--- src/rtl/param_regfile_2r1w.sv ---
// Parametrised register file: one write port, two registered read ports sharing a read enable,
// optional write-to-read bypass and optional hard-wired zero register.
module param_regfile_2r1w #(
    parameter int  WIDTH    = 4,
    parameter int  DEPTH    = 8,
    parameter bit  BYPASS   = 1'b1,
    parameter bit  ZERO_REG = 1'b0,
    localparam int AW       = $clog2(DEPTH)
) (
    input  logic             clk,
    input  logic             rst_n,
    input  logic             WE,
    input  logic [AW-1:0]    WA,
    input  logic [WIDTH-1:0] WD,
    input  logic             RE,
    input  logic [AW-1:0]    RA,
    input  logic [AW-1:0]    RB,
    output logic [WIDTH-1:0] RDoutA,
    output logic [WIDTH-1:0] RDoutB,
    output logic             RValid
);

    // One extra bit so DEPTH itself is representable when DEPTH is a power of two.
    localparam logic [AW:0] DEPTH_V = (AW+1)'(DEPTH);

    logic [WIDTH-1:0] mem [DEPTH];
    logic             wr_ok;
    logic [WIDTH-1:0] sel_a;
    logic [WIDTH-1:0] sel_b;

    function automatic logic in_range(input logic [AW-1:0] addr);
        return ({1'b0, addr} < DEPTH_V);
    endfunction

    function automatic logic is_zero_reg(input logic [AW-1:0] addr);
        return ZERO_REG && (addr == '0);
    endfunction

    assign wr_ok = WE && in_range(WA) && !is_zero_reg(WA);

    always_ff @(posedge clk or negedge rst_n) begin
        if (!rst_n) begin
            for (int i = 0; i < DEPTH; i++) begin
                mem[i] <= '0;
            end
        end else if (wr_ok) begin
            mem[WA] <= WD;
        end
    end

    // Priority: out-of-range and zero register read 0, then bypass, then the stored value.
    always_comb begin
        sel_a = '0;
        if (in_range(RA) && !is_zero_reg(RA)) begin
            if (BYPASS && wr_ok && (WA == RA)) begin
                sel_a = WD;
            end else begin
                sel_a = mem[RA];
            end
        end
    end

    always_comb begin
        sel_b = '0;
        if (in_range(RB) && !is_zero_reg(RB)) begin
            if (BYPASS && wr_ok && (WA == RB)) begin
                sel_b = WD;
            end else begin
                sel_b = mem[RB];
            end
        end
    end

    always_ff @(posedge clk or negedge rst_n) begin
        if (!rst_n) begin
            RDoutA <= '0;
            RDoutB <= '0;
            RValid <= 1'b0;
        end else begin
            RValid <= RE;
            if (RE) begin
                RDoutA <= sel_a;
                RDoutB <= sel_b;
            end
        end
    end

endmodule

--- config.mk ---
export PLATFORM = sky130hd
export DESIGN_NAME = param_regfile_2r1w
export DESIGN_NICKNAME = d
export VERILOG_FILES = /design/src/rtl/param_regfile_2r1w.sv
export SDC_FILE = /design/constraint.sdc
export NUM_CORES = 1
export LEC_CHECK = 0
export CORE_MARGIN = 2
export CORE_UTILIZATION = 35
export CTS_BUF_LIST = sky130_fd_sc_hd__clkbuf_2
export CTS_CLUSTER_SIZE = 16
export DETAILED_ROUTE_END_ITERATION = 8
export DONT_BUFFER_PORTS = 1
export SLEW_MARGIN = 20
export SYNTH_ARGS = -nofsm -noshare
export SYNTH_HDL_FRONTEND = slang
export SYNTH_SLANG_ARGS = --single-unit
--- constraint.sdc ---
create_clock -name clk -period 1.69 [get_ports clk]
set_input_delay 0.338 -clock clk [delete_from_list [all_inputs] [get_ports clk]]
set_output_delay 0.338 -clock clk [all_outputs]
set_load 0.02 [all_outputs]
== Word-level counts from Yosys, hierarchy flattened ==
Index checks and enable logic that the tools add are counted.

* Flip-flop bits (word level): 41
* Bits in latches: 0
* RAM bits: 0
* Bits in read-only memories: 0
* Input bits: 17
* Output and inout port bits: 9
* Logic and storage cells: 34
* Memories: 0

* $add $sub $neg: 0
* $mul: 0
* Divide/modulo/power cells: 0
* Order comparisons: 4
* Equality and inequality tests: 2
* Shifts and indexed selects: 0
* Mux-type cells: 11
* Bitwise logic cells: 3
* Reduce and logical (&&, ||, !) cells: 3

{| class="wikitable"
|+ Operator list
! operator !! count
|-
| $bwmux 32 || 1
|-
| $mux 4 || 7
|-
| $bmux 4 s3 || 2
|-
| $demux 4 s3 || 1
|-
| $ge 4x4->1 const B || 3
|-
| $not 3->4 || 3
|-
| $eq 3x3->1 || 2
|-
| $lt 4x1->1 const B || 1
|-
| $logic_and 1x1->1 || 3
|}

== Logic depth before layout (Yosys ltp) ==
* Word-level depth: 6
* Gate-level depth with buffers: 5
* Depth with buffers taken out: 4

== Worst setup path before layout ==
Ideal clock, no wire load.

* Path kind: input to register
* Start point: in RA[0]
* End point: reg RDoutA[0]
* Library setup time: 0.134 ns
* Arrival: 1.294 ns
* Required time: 1.556 ns
* Path slack: 0.262 ns
* Stages: 5
* Buffers on the path: 1
* Cell sequence: buf_6 > mux4_1 > mux2i_1 > and2_1 > o22ai_1

* Longest elaborated chain between the ends: 5
* Elaborated cells between the ends (all ways): 7
* Classes of those cells: 1 x eq/ne; 4 x mux; 1 x bitwise; 1 x reduce/logical

{| class="wikitable"
|+ RTL lines
! item !! line !! source
|-
| from (decl) || 16 || <nowiki>input logic [AW-1:0] RA,</nowiki>
|-
| $not 3->4 (not written as such) || 58 || <nowiki>sel_a = mem[RA];</nowiki>
|-
| $bmux 4 s3 || 58 ||
|-
| $mux 4 (not written as such) (2 in a row) || 58 ||
|-
| $mux 4 (*) || 55 || <nowiki>if (BYPASS && wr_ok && (WA == RA)) begin</nowiki>
|-
| to (signal assigned) || 82 || <nowiki>RDoutA <= sel_a;</nowiki>
|-
| to (decl) || 18 || <nowiki>output logic [WIDTH-1:0] RDoutA,</nowiki>
|}

Every way passes the cells marked *; elsewhere a longest branch is shown, timed or not. The select of a mux whose other input is x is not followed.
A chain may end at the register's enable or synchronous reset.

== Final worst setup path ==
* Start point: reg mem[1] in the netlist's numbering
* End point: reg RDoutA[1]

* Longest elaborated chain between the ends: 4

{| class="wikitable"
|+ RTL lines
! item !! line !! source
|-
| from (decl) || 26 || <nowiki>logic [WIDTH-1:0] mem [DEPTH];</nowiki>
|-
| from (signal, indexed assignment) || 44 || <nowiki>mem[i] <= '0;</nowiki>
|-
| from (signal, indexed assignment) || 47 || <nowiki>mem[WA] <= WD;</nowiki>
|-
| $bmux 4 s3 || 58 ||
|-
| $mux 4 (not written as such) (2 in a row) || 58 ||
|-
| $mux 4 || 55 ||
|}

No other way between the ends. The select of a mux whose other input is x is not followed.

==> qor.yml <==
row_count: 29
vias: 1344
first_pass_iters: 4
fin_setup_tns_ns: 0
crit_path_start: "mem[1]"
die_x_um: 85.0
numCtsBuffers: 5
setup_slack_ns: 0.255
crit_end: "RDoutA[1]"
power.internal_uw: 1670
min_period_over_period_pct: 84.9
worst_pin_slew_ns: 0.484
syn2layout_area_growth_pct: 5.02
antenna_cells: 0
grt_pass1_wl_um: 7710
port_buffers: 0
ir_drop_v: 0.000490
synth.area.mux_share_pct: 37.5
fin_skew_ns: 0.0344
power.density_nw_per_um2: 989
fmax_mhz: 697
ys_seq_elements: 41
cts_tree: "built"
cts_root_buffer: "clkbuf_2"
place_congestion: 0.745
critPathMaxFanout: 3
worstSkewPairLatency_ns: 0.42
finalCriticalPeriod_ns: 1.44
power.total_uw: 2380
netlist_area_um2: 2290
drt_drc_violations_left: 0
grt_pass1_vias: 1390
p_comb_share_pct: 23.3
required_ns: 2.03
clk_path_buf_depth: 2
synth_cell_types: 21
synthXorXnorAreaFrac_pct: 2.29
drt_iter0_markers: 56
fp.dieH_um: 85.0
clockPowerShare_pct: 17.8
rsz0062_at_grt: "false"
pin_count: 26
drv_cap: 0
final_common_cell: "dfrtp_1"
via_per_inst: 5.67
reg2reg_to: "RDoutA[1]"
maxSlewHeadroom_pct: 67.5
ys_seq_area_share_pct: 44.7
post-place-ws_ns: 0.286
p_sw_uw: 712
synth_nets: 179
critPathKind: "flip-flop to flip-flop"
final_max_slew_viol_count: 0
hpwl_um: 3390
ant_nets: 0
power_frac_seq_pct: 58.9
slowest_delay_ns: 0.50
most-common-layout-cells: "dfrtp_1 (41), mux2_2 (32), mux4_1 (16)"
final_layout_size_suffix_gt1_share_pct: 28.7
yosys_warnings: 0
synth_compound_area_share_pct: 3.93
outcome: "finished, final reports clean"
crit_chain: "mux4_1 -> mux2i_1 -> and2_1 -> o22ai_1"
track_usage_pct: 14.1
synth_top_family_by_area: "multiplexers"
wl_um: 4790
setup_viol: 0
initial_core_util_pct: 36.1
cp-start-kind: "flip-flop"
grt_max_degree: 42
critical_path_arrival_ns: 1.77
htreeDepth: 2
p_sw_share_pct: 29.9
wl_per_cell_um: 20.2
hold_viol: 0
post_cts_buffers: 0
r2r_start: "mem[1]"
cp_slowest_cell: "mux4_1"
syn_area_per_cell_um2: 14.2
fin_nets: 176
clock-sinks: 41
synth_fa_ha_area_share_pct: 0
end_kind: "flip-flop"
hold_path.class: "input pin to flip-flop"
core_um2: 6350
reg2regPathDepth: 4
synthSimpleGateAreaFrac_pct: 6.66
die_area_um2: 7220
grt_overflow_total: 0
path_clk_slew_ns: 0.23
antenna_found_initial: 0
syn-instance-count: 162
leakagePower_uw: 0.00101
r2r_slack_ns: 0.25
[layer usage]
metal	global-route usage [%]	part of all wire [%]
met5	0	0
met4	4.62	1.8
met3	4.67	5.4
met2	24.1	52
met1	16.7	41
[what timing repair did]
item	CTS	global route
hold buffers	3	1
endpoints found under the hold margin	48	3
gates resized for setup	0	0
[state kept, by name, indices dropped and copies added, names as in the netlist]
name,count
RDoutB,4
mem,32
RValid,1
RDoutA,4
[power groups by stage]
stage | clock, uW | combinational (uW) | sequential, uW
4_1_cts | 442 | 554 | 1410
3_3_place_gp | 0 | 503 | 1410
6_report | 424 | 556 | 1400
2_1_floorplan | 0 | 507 | 1370
3_5_place_dp | 0 | 523 | 1430
5_1_grt | 473 | 608 | 1440
[cell families after synthesis]
kind of cell	count (synthesis)
mux	56
flops	41
buf+inv	23
simple gates	20
compound gates	16
xor+xnor	6
[how the worst min path moves through the flow]
stage               start   endpoint  slack [ns]  depth (start not counted)
finish                 RE  RDoutB[2]        0.04                          2
global route           RE  RDoutA[1]      0.0003                          2
CTS                    RE  RDoutA[0]       0.003                          1
detailed placement  rst_n  RDoutA[2]        0.04                          0
global placement    rst_n  RDoutA[2]        0.04                          0
floorplan           rst_n  RDoutA[0]        0.04                          0
[layout make-up]
type / instances / area [um^2]
flip-flops and latches: 41 / 1030
repair buffers: 5 / 57.6
clock buffers: 5 / 25.0
clock inverters: 3 / 17.5
multi-input cells: 98 / 1160
well taps: 77 / 96.3
fillers: 582 / 3940
inverters: 8 / 30.0
[critical path: cells and delay by family (launching register included)]
| kind | cells | cell delay, ns |
|---|---|---|
| DFF | 1 | 0.45 |
| AOI/OAI and AO/OA | 1 | 0.07 |
| muxes | 2 | 0.68 |
| and+or+nand+nor | 1 | 0.15 |
[through the flow]
step	cell area [um^2]	hold slack, ns	cells	util (%)
2_1_floorplan	2290	0.0424	162	-
6_report	2410	0.0385	237	37.9
3_5_place_dp	2320	0.0433	225	36.5
4_1_cts	2400	0.00313	236	37.8
3_3_place_gp	2320	0.0433	225	36.5
5_1_grt	2410	0.000254	237	37.9
[Yosys cell counts]
cell,count,area share [%]
xnor2_1,6,2.3
o22ai_1,8,2.2
inv_1,8,1.3
mux4_1,16,18
dfrtp_1,41,45
nor3b_2,2,1.1
mux2_2,32,16
clkbuf_2,3,0.65
nor3_2,1,0.44
mux2i_1,8,3.5
and2_1,8,2.2
buf_1,4,0.65
o21ai_0,8,1.7
buf_2,5,1.1
nand2_1,1,0.16
nor3_1,1,0.22
nand4b_1,3,1.1
nand2b_4,1,0.60
nand4_1,3,0.82
buf_6,2,0.98
clkbuf_1,1,0.16
Note: power is estimated with default switching activity, not from simulation.
